[config.mk]
export PLATFORM = sky130hd
export DESIGN_NAME = hdr_wr_buffer
export DESIGN_NICKNAME = d
export VERILOG_FILES = /design/src/rtl/hdr_wr_buffer.sv
export SDC_FILE = /design/constraint.sdc
export NUM_CORES = 1
export LEC_CHECK = 0
export CORE_MARGIN = 1.5
export CORE_UTILIZATION = 58
export CTS_CLUSTER_SIZE = 8
export DETAILED_ROUTE_END_ITERATION = 12
export PLACE_DENSITY = 0.85
export SLEW_MARGIN = 10
export SYNTH_ARGS = -nofsm -noshare
export SYNTH_HDL_FRONTEND = slang
export SYNTH_SLANG_ARGS = --single-unit
[constraint.sdc]
create_clock -name clk -period 7.41 [get_ports clk]
set_input_delay 1.1115 -clock clk [delete_from_list [all_inputs] [get_ports clk]]
set_output_delay 1.1115 -clock clk [all_outputs]
set_load 0.05 [all_outputs]
[src/rtl/hdr_wr_buffer.sv]
// ============================================================================
// Module   : hdr_wr_buffer
// Purpose  : Buffers tone-mapper writes and hands them to the SDRAM
//            controller one request at a time, in arrival order.
// Revision : 1.0  initial release
// ============================================================================
`default_nettype none

module hdr_wr_buffer #(
    parameter int          DEPTH     = 4,
    parameter logic [24:0] LAST_ADDR = 25'h12C000
) (
    input  logic          clk,
    input  logic          rst,
    input  logic          wr_req,
    input  logic [127:0]  wr_data,
    input  logic [24:0]   wr_address,
    output logic          ram_busy,
    output logic          sd_wr_req,
    output logic [127:0]  sd_wr_data,
    output logic [24:0]   sd_wr_address,
    input  logic          sd_wr_ack,
    output logic          frame_written,
    output logic          overflow
);

    localparam int c_PTR_W = (DEPTH > 1) ? $clog2(DEPTH) : 1;
    localparam int c_CNT_W = c_PTR_W + 1;
    localparam logic [c_CNT_W-1:0] c_FULL = c_CNT_W'(DEPTH);
    localparam logic [c_CNT_W-1:0] c_BUSY = c_CNT_W'(DEPTH - 1);
    localparam logic [c_CNT_W-1:0] c_ONE  = c_CNT_W'(1);

    typedef enum logic [0:0] {
        IDLE = 1'b0,
        REQ  = 1'b1
    } state_t;

    state_t               r_state;
    logic [152:0]         r_mem [DEPTH];
    logic [c_PTR_W-1:0]   r_wr_ptr;
    logic [c_PTR_W-1:0]   r_rd_ptr;
    logic [c_CNT_W-1:0]   r_count;

    logic                 w_push;
    logic                 w_pop;
    logic [c_PTR_W-1:0]   w_rd_next;

    assign w_push    = wr_req && (r_count != c_FULL);
    assign w_pop     = (r_state == REQ) && sd_wr_ack;
    assign w_rd_next = r_rd_ptr + 1'b1;
    assign ram_busy  = (r_count >= c_BUSY);

    // Storage carries no reset: only slots covered by r_count are ever read.
    always_ff @(posedge clk) begin
        if (w_push) begin
            r_mem[r_wr_ptr] <= {wr_address, wr_data};
        end
    end

    always_ff @(posedge clk or posedge rst) begin
        if (rst) begin
            r_wr_ptr <= '0;
            r_rd_ptr <= '0;
            r_count  <= '0;
            overflow <= 1'b0;
        end else begin
            if (w_push) begin
                r_wr_ptr <= r_wr_ptr + 1'b1;
            end
            if (w_pop) begin
                r_rd_ptr <= w_rd_next;
            end
            case ({w_push, w_pop})
                2'b10:   r_count <= r_count + 1'b1;
                2'b01:   r_count <= r_count - 1'b1;
                default: r_count <= r_count;
            endcase
            if (wr_req && !w_push) begin
                overflow <= 1'b1;
            end
        end
    end

    // The head entry stays counted until acknowledged; on ack the next entry
    // (or a same-cycle push into a one-deep queue) is presented straight away.
    always_ff @(posedge clk or posedge rst) begin
        if (rst) begin
            r_state       <= IDLE;
            sd_wr_req     <= 1'b0;
            sd_wr_data    <= '0;
            sd_wr_address <= '0;
            frame_written <= 1'b0;
        end else begin
            frame_written <= 1'b0;
            case (r_state)
                IDLE: begin
                    if (r_count != '0) begin
                        sd_wr_req                    <= 1'b1;
                        {sd_wr_address, sd_wr_data}  <= r_mem[r_rd_ptr];
                        r_state                      <= REQ;
                    end
                end
                REQ: begin
                    if (sd_wr_ack) begin
                        frame_written <= (sd_wr_address == LAST_ADDR);
                        if (r_count > c_ONE) begin
                            {sd_wr_address, sd_wr_data} <= r_mem[w_rd_next];
                        end else if (w_push) begin
                            {sd_wr_address, sd_wr_data} <= {wr_address, wr_data};
                        end else begin
                            sd_wr_req <= 1'b0;
                            r_state   <= IDLE;
                        end
                    end
                end
                default: begin
                    sd_wr_req <= 1'b0;
                    r_state   <= IDLE;
                end
            endcase
        end
    end

endmodule

`default_nettype wire

==> summary.md, run 1 <==
| Metric | Value |
|---|---|
| Worst reg2reg setup slack | 3030 ps |
| Status | complete, no violations |
| Final Slew Violations | 0 |
| Layout fillers | between 3,000 and 4,000 |
| Maximum capacitance violations | 0 |
| Die area | approximately 63,000 um^2 |
| Fraction of layout instances using a drive strength above 1 | roughly 18% |
| DRC violation total after the first TritonRoute iteration | roughly 2,600 |
| Static leakage | ~0.015 uW |
| Logic depth of the worst path, buffers included | 4 |
| Minimum setup slack after placement | ~3000 ps |
| Post-Route Hold Slack | approximately 470 ps |
| Slew of the pin with the lowest slew margin | ~1200 ps |
| Worst-case clock buffer depth | 3 |
| Placed wire-length estimate | 47.3 mm |
| CP Launch Type | flop |
| Worst reg-to-reg path cell count | 8 |
| DR DRC count | 0 |
| Final routed wirelength across all metal layers | ~89 mm |
| Tcrit/Tclk final | about 69% |
| Prevailing post-synth register cell | edfxtp_1 |
| Starting Density | between 50% and 60% |
| Clock latency at the later pin of the worst-skew pair | ~650 ps |
| DIE WIDTH | 251 um |
| Antenna violation net count after detailed routing | 0 |
| Global-route wire length before repair | roughly 140 mm |
| Cells traversed along the worst timing path | buf_4, nor2_1, o21ai_0, clkdlybuf4s50_1 |
| Total clock buffers created by CTS | between 100 and 150 |
| Nets | 2,670 |
| Sequential fraction of the synthesis area | between 60% and 70% |
| Worst R2R End | sd_wr_data[42] |
| Combined flip-flop and latch cell area | 22,500 um^2 |
| Area of placed instances | 39,200 um^2 |
| Die outline height | 251 um |
| Endpoint arrival time on the critical path | slightly above 4000 ps |
| Number of global-route vias before repair | approximately 24,000 |
| Synth-to-layout area growth | 18.8% |
| Total negative setup slack | 0 ps |
| First element of the critical path | r_count[2] |
| Maximum number of pins on one net before global-route repair | between 200 and 250 |
| Total number of H-tree levels | 3 |
| Power per cell area | 482 nW/um^2 |
| Biggest area consumer among synthesized cells | edfxtp_1 |
| Number of warning messages in the yosys log | 0 |
| Total of flip-flops plus latches after synthesis | roughly 780 |
| Worst-path maximum fanout | 87 |
| Post-Synthesis Net Count | 2,416 |
| Combined area of the multi-input logic cells | 11,700 um^2 |
| Total non-filler cell area in the finished layout | 42,300 um^2 |
| Critical Path Max Stage Delay | ~1200 ps |
| Number of unique standard cell types used by synthesis | 35 |
| Clock sink count | between 700 and 800 |
| Unrepaired setup endpoints after global routing | no |
| IO buf count | 313 |
| Core utilization of the finished layout | 69.9% |
| Final critical-path setup slack | between 2000 and 2500 ps |
| Worst VDD drop | between 0.0003 and 0.0004 V |
| Max Clk Rate | ~190 MHz |
| Hold/Removal Path Class | reg2reg |
| Slowest-stage cell, CP | dfrtp_4 |
| Clock root buffer master | clkbuf_16 |
| FP Rows | 90 |
| Total I/O pin count | roughly 310 |
| Global Route Usage Sum | 28.6% |
| Worst slew slack as a fraction of its limit | between 10% and 20% |
| TritonCTS clock tree | yes |
| Endpoint of the worst setup timing path | ram_busy |
| Post-CTS setup-driven buffer insertion count | 0 |
| Number of cells on the worst hold path | 1 |
| Core Area | between 60,000 and 70,000 um^2 |
| Req. time, crit path | approximately 6300 ps |
| Number of buffer and inverter instances along the worst setup path | 2 |
| Top Family by Delay on Critical Path | buffers and inverters |
| Final setup skew | roughly 19 ps |
| Routability cong. | ~0.76 |
| Global route overflow | 0 |
| Clock period minus worst slack | 5140 ps |
| Post_cts resized | 0 |
| Initial antenna violation count | 19 |
| CP endpoint kind | output pin |
| Synth Area per Inst | around 16 um^2 |
| Routed wire per std cell | around 26 um |
| Via count | about 23,000 |
| Share of the synthesized area in the top cell type | between 50% and 60% |
| Share of flip-flops with an asynchronous set or reset | between 20% and 30% |
| Category of the critical setup timing path | reg2out |
| Via/cell ratio | a little under 7 |
| Clock transition at the registers of the reported paths | about 50 ps |
| Post-synth EDFFs | between 600 and 700 |
| Endpoints failing hold | 0 |
| Top area cells in the synthesized netlist | edfxtp_1 (52%), mux4_2 (19%), dfrtp_1 (12%) |
| Setup violators final | 0 |
| Worst R2R Start | r_count[1] |
| Number of instances in the synthesized netlist | around 2,200 |
| Length of the first detailed-routing pass in iterations | 6 |
| Synthesized area | about 36,000 um^2 |
| Number of hold buffers added after cts | 0 |
[Yosys cell counts, types with 6 or more instances]
library cell and number:
edfxtp_1 612, mux4_2 306, nor2_1 306, dfrtp_1 164, inv_1 162, o21ai_0 156, a22o_1 152, o211ai_1 152
clkbuf_1 98, buf_2 53, buf_4 20, buf_1 16, ha_1 10, nand2_1 6
[metrics by stage]
| stage | total power [uW] | cells |
|---|---|---|
| after CTS | 20400 | 3370 |
| final | 20400 | 3377 |
| after global routing | 21300 | 3375 |
| after global placement | 15400 | 3176 |
| after floorplan | 13400 | 2249 |
| after detailed placement | 15800 | 3176 |
[per-layer routing]
metal  vias up  global-route usage [%]  routed length [um]
met2      1372                    47.0               44600
met1     11718                    37.4               32500
met5         -                       0                 156
li1       9405                       -                   -
met3       231                    6.70                9060
met4        24                    11.5                2810
[report_power, final]
group          total (uW)  internal, uW  switching (uW)
Sequential           6930          5950             973
Clock                4540          2740            1800
Combinational        8930          3830            5090
Total               20400         12500            7870
[cell families (layout without fill, tap and decap cells)]
logic type               count (synthesis)  count (layout)  synth area share (%)
AND/OR/NAND/NOR                        331             331                  3.64
buffers and inverters                  349             688                  4.07
AO/OA/AOI/OAI                          471             471                  9.37
other                                    0               7                     0
flip-flops                             776             776                  63.1
adder cells (fa/ha/maj)                 10              10                 0.351
XOR/XNOR                                 5               5                 0.123
multiplexers                           307             307                  19.4
[sequential cells by signal, summed over array words and instances, names as in the netlist]
name           count
frame_written      1
sd_wr_data       128
sd_wr_address     25
sd_wr_req          1
r_mem            612
r_count            3
r_state            1
r_rd_ptr           2
r_wr_ptr           2
overflow           1
[cell usage in the layout (no fill, tap or decap), types with 2 or more instances in the layout]
master,Yosys,final
dfrtp_1,164,160
buf_4,20,10
dfrtp_4,0,4
and2_4,0,4
a22o_1,152,152
clkbuf_16,0,109
edfxtp_1,612,612
xnor2_1,5,5
nor4_1,5,5
nor2_1,306,306
mux4_2,306,306
clkdlybuf4s50_1,0,313
a21oi_1,3,3
o21ai_0,156,156
inv_1,162,161
o211ai_1,152,152
nand2b_1,3,3
clkinv_8,0,2
diode_2,0,7
clkbuf_1,98,79
nand2_1,6,6
buf_12,0,9
ha_1,10,10
[worst min path at each step]
stage / from / slack (ps) / endpoint
2_1_floorplan: r_count[1] / 500 / r_count[1]
3_3_place_gp: overflow / 470 / overflow
3_5_place_dp: overflow / 460 / overflow
4_1_cts: overflow / 470 / overflow
5_1_grt: overflow / 480 / overflow
6_report: overflow / 470 / overflow
[layout make-up]
cell class | instances | area share [%]
well taps | 782 | 2.31
flip-flops and latches | 776 | 53.1
multi-input cells | 1124 | 27.7
diodes | 7 | 0.0414
inverters | 162 | 1.45
clock buffers | 189 | 7.18
repair buffers | 332 | 8.00
clock inverters | 5 | 0.163
No activity file was read; power rests on OpenSTA's default activity.
==> run 2: changes to the inputs <==
clock period = 5 ns   (was 7.41 ns; I/O delays follow)
==> run 2 against run 1 <==
Via count increased by 1.2%. Die area unchanged. Wire length increased by 1.4%. Clock skew increased by 5.0 ps. Design area increased by 0.70%. Largest power group unchanged. Total power increased by 49%. Cell count increased by 1.0%. Critical endpoint unchanged. Count of clock-buffer cells in the layout increased by 2. Largest cell class unchanged. Hold slack improved by 5.5 ps.
==> summary.md, run 2 (same netlist as run 1, synthesis figures left out) <==
| Metric | Value |
|---|---|
| Status | complete, no violations |
| Power Internal | 18,700 uW (+49%) |
| Static leakage | 0.0150 uW (+0.93%) |
| TritonCTS clock tree | yes |
| Total negative setup slack | 0 ps (unchanged) |
| Maximum capacitance violations | 0 (unchanged) |
| Slowest-stage cell, CP | dfrtp_4 |
| Maximum number of pins on one net before global-route repair | 138 (-40%) |
| Worst-case clock buffer depth | 3 (unchanged) |
| Global route overflow | 0 (unchanged) |
| Tcrit/Tclk final | between 70% and 80% |
| CP Launch Type | flop |
| Final Slew Violations | 0 (unchanged) |
| Core utilization of the finished layout | 70.4% (+0.49 points) |
| Placed wire-length estimate | 49.9 mm (+5.5%) |
| Die area | 62,900 um^2 (unchanged) |
| First element of the critical path | r_count[2] |
| Number of hold buffers added after cts | 0 (unchanged) |
| Endpoint arrival time on the critical path | 3110 ps (-920 ps) |
| Post-Route Hold Slack | 477 ps (+5.45 ps) |
| Global-route wire length before repair | 140 mm (+1.7%) |
| Core Area | 60,600 um^2 (unchanged) |
| IO buf count | 313 (unchanged) |
| Worst R2R Start | r_count[2] |
| Endpoints failing hold | 0 (unchanged) |
| Biggest registers after layout | r_mem: 612 flops, sd_wr_data: 128 flops, sd_wr_address: 25 flops |
| Worst reg2reg setup slack | 1830 ps (-1200 ps) |
| Initial antenna violation count | 17 (-2) |
| Cells traversed along the worst timing path | inv_1, ha_1, nor2_1, o21ai_0, clkdlybuf4s50_1 |
| Max Clk Rate | between 200 and 300 MHz |
| Unrepaired setup endpoints after global routing | no |
| Slew of the pin with the lowest slew margin | 1160 ps (-53.3 ps) |
| Flip-flop count of the largest register, all copies and words added | 612 (unchanged) |
| Worst VDD drop | 0.000507 V (+41%) |
| Global Route Usage Sum | 29.0% (+0.43 points) |
| Die outline height | 251 um (unchanged) |
| Setup violators final | 0 (unchanged) |
| Clock power share | 21.9% (-0.4 points) |
| DIE WIDTH | 251 um (unchanged) |
| Clock period minus worst slack | 3860 ps |
| NetSw | 11,800 uW (+49%) |
| Commonest non-fill, non-tap cells in the layout | edfxtp_1 (612), clkdlybuf4s50_1 (313), mux4_2 (306), nor2_1 (306), inv_1 (161) |
| Starting Density | 58.8% (unchanged) |
| Number of global-route vias before repair | 24,475 (+2.1%) |
| Total clock buffers created by CTS | 107 (unchanged) |
| Post-route insts no fill | 3,412 (+1.0%) |
| Clock root buffer master | clkbuf_16 |
| Via count | 23,012 (+1.2%) |
| Clock latency at the later pin of the worst-skew pair | 660 ps (about the same) |
| Hold/Removal Path Class | reg2reg |
| Clock transition at the registers of the reported paths | 50 ps (about the same) |
| Critical Path Max Stage Delay | 1060 ps (-90 ps) |
| Endpoint of the worst setup timing path | ram_busy |
| Power per cell area | 713 nW/um^2 (+48%) |
| Layout fillers | 3,668 (+0.94%) |
| Routed wire per std cell | 26.5 um (+0.34%) |
| Post_cts resized | 0 (unchanged) |
| Category of the critical setup timing path | reg2out |
| Antenna violation net count after detailed routing | 0 (unchanged) |
| Minimum setup slack after placement | 1440 ps (-1610 ps) |
| Switching share of power | 38.7% (+0.074 points) |
| Most frequent standard cell in the layout excluding fill and tap cells | edfxtp_1 |
| Number of cells after detailed placement | 3,200 (+0.76%) |
| Post-CTS setup-driven buffer insertion count | 0 (unchanged) |
| Req. time, crit path | 4250 ps (-2050 ps) |
| Worst reg-to-reg path cell count | 3 (-5) |
| DR DRC count | 0 (unchanged) |
| Routability cong. | 0.799 (+5.7%) |
| Flop pwr share | 33.4% (-0.6 points) |
| Largest Register | r_mem |
| Final critical-path setup slack | 1140 ps (-1130 ps) |
| Final routed wirelength across all metal layers | 90.4 mm (+1.4%) |
| Worst R2R End | r_mem[1][110] |
| Final setup skew | 24.1 ps (+5.00 ps) |
| FP Rows | 90 (unchanged) |
| Worst slew slack as a fraction of its limit | 22.6% (+3.6 points) |
| Proportion of power drawn by combinational gates | 44.7% (+0.9 points) |
| Total number of H-tree levels | 3 (unchanged) |
| Length of the first detailed-routing pass in iterations | 5 (-1) |
| Synth-to-layout area growth | 19.6% |
| Clock sink count | 776 (unchanged) |
| Nets | 2,694 (+0.90%) |
| Worst-path maximum fanout | 73 (-16%) |
| Via/cell ratio | 6.74 (+0.11%) |
| Fraction of layout instances using a drive strength above 1 | 18.2% (+0.68 points) |
| CP endpoint kind | output pin |
| DRC violation total after the first TritonRoute iteration | 2,478 (-4.5%) |
| Total I/O pin count | 314 (unchanged) |
==> run 2: changes by cell type in the layout (fill, tap and decap cells not counted), sizes merged <==
cell / previous run / this run
buf: 19 / 43
clkbuf: 189 / 191
clkinv: 2 / 4
diode: 7 / 13
inv: 164 / 165
==> run 2: per-layer routing <==
| metal | up-vias | GRT usage [%] | share of wire (%) |
|---|---|---|---|
| li1 | 9475 | - | - |
| met1 | 11867 | 38.1 | 37 |
| met2 | 1455 | 47.1 | 50 |
| met3 | 199 | 6.86 | 10 |
| met4 | 16 | 12.4 | 3.0 |
| met5 | - | 0 | 0.12 |
==> run 2: how the worst min path moves through the flow <==
stage | depth (start not counted) | from | end
finish | 1 | overflow | overflow
global route | 1 | sd_wr_data[94] | sd_wr_data[94]
CTS | 1 | overflow | overflow
detailed placement | 1 | overflow | overflow
global placement | 1 | overflow | overflow
floorplan | 2 | r_count[1] | r_count[1]
==> run 2: power by group through the flow <==
| stage | combinational [uW] | sequential (uW) | clock, uW |
|---|---|---|---|
| 5_1_grt | 14400 | 10300 | 7010 |
| 4_1_cts | 13600 | 10100 | 6720 |
| 3_3_place_gp | 13000 | 10000 | 0 |
| 6_report | 13600 | 10200 | 6660 |
| 2_1_floorplan | 8030 | 11700 | 0 |
| 3_5_place_dp | 13400 | 10200 | 0 |
==> run 2: cell type report <==
| type | instances | area [um^2] | share of cell area, % |
|---|---|---|---|
| clock buffers | 191 | 2990 | 7.02 |
| clock inverters | 8 | 80.1 | 0.188 |
| inverters | 162 | 612 | 1.44 |
| diodes | 13 | 32.5 | 0.0763 |
| well taps | 782 | 978 | 2.30 |
| repair buffers | 356 | 3710 | 8.69 |
| flip-flops and latches | 776 | 22500 | 52.8 |
| multi-input cells | 1124 | 11700 | 27.5 |
==> run 2: critical path: cells and delay by family, from the launching register on <==
kind,cells,cell delay (ps)
flops,1,1060
simple gates,1,70
compound gates,1,130
buf+inv,2,940
fa+ha+maj,1,270
==> run 2: through the flow <==
step                area (um^2)  total power [uW]
floorplan                 35600             19700
global placement          39500             23100
detailed placement        39500             23600
CTS                       42600             30400
global route              42600             31700
finish                    42600             30400
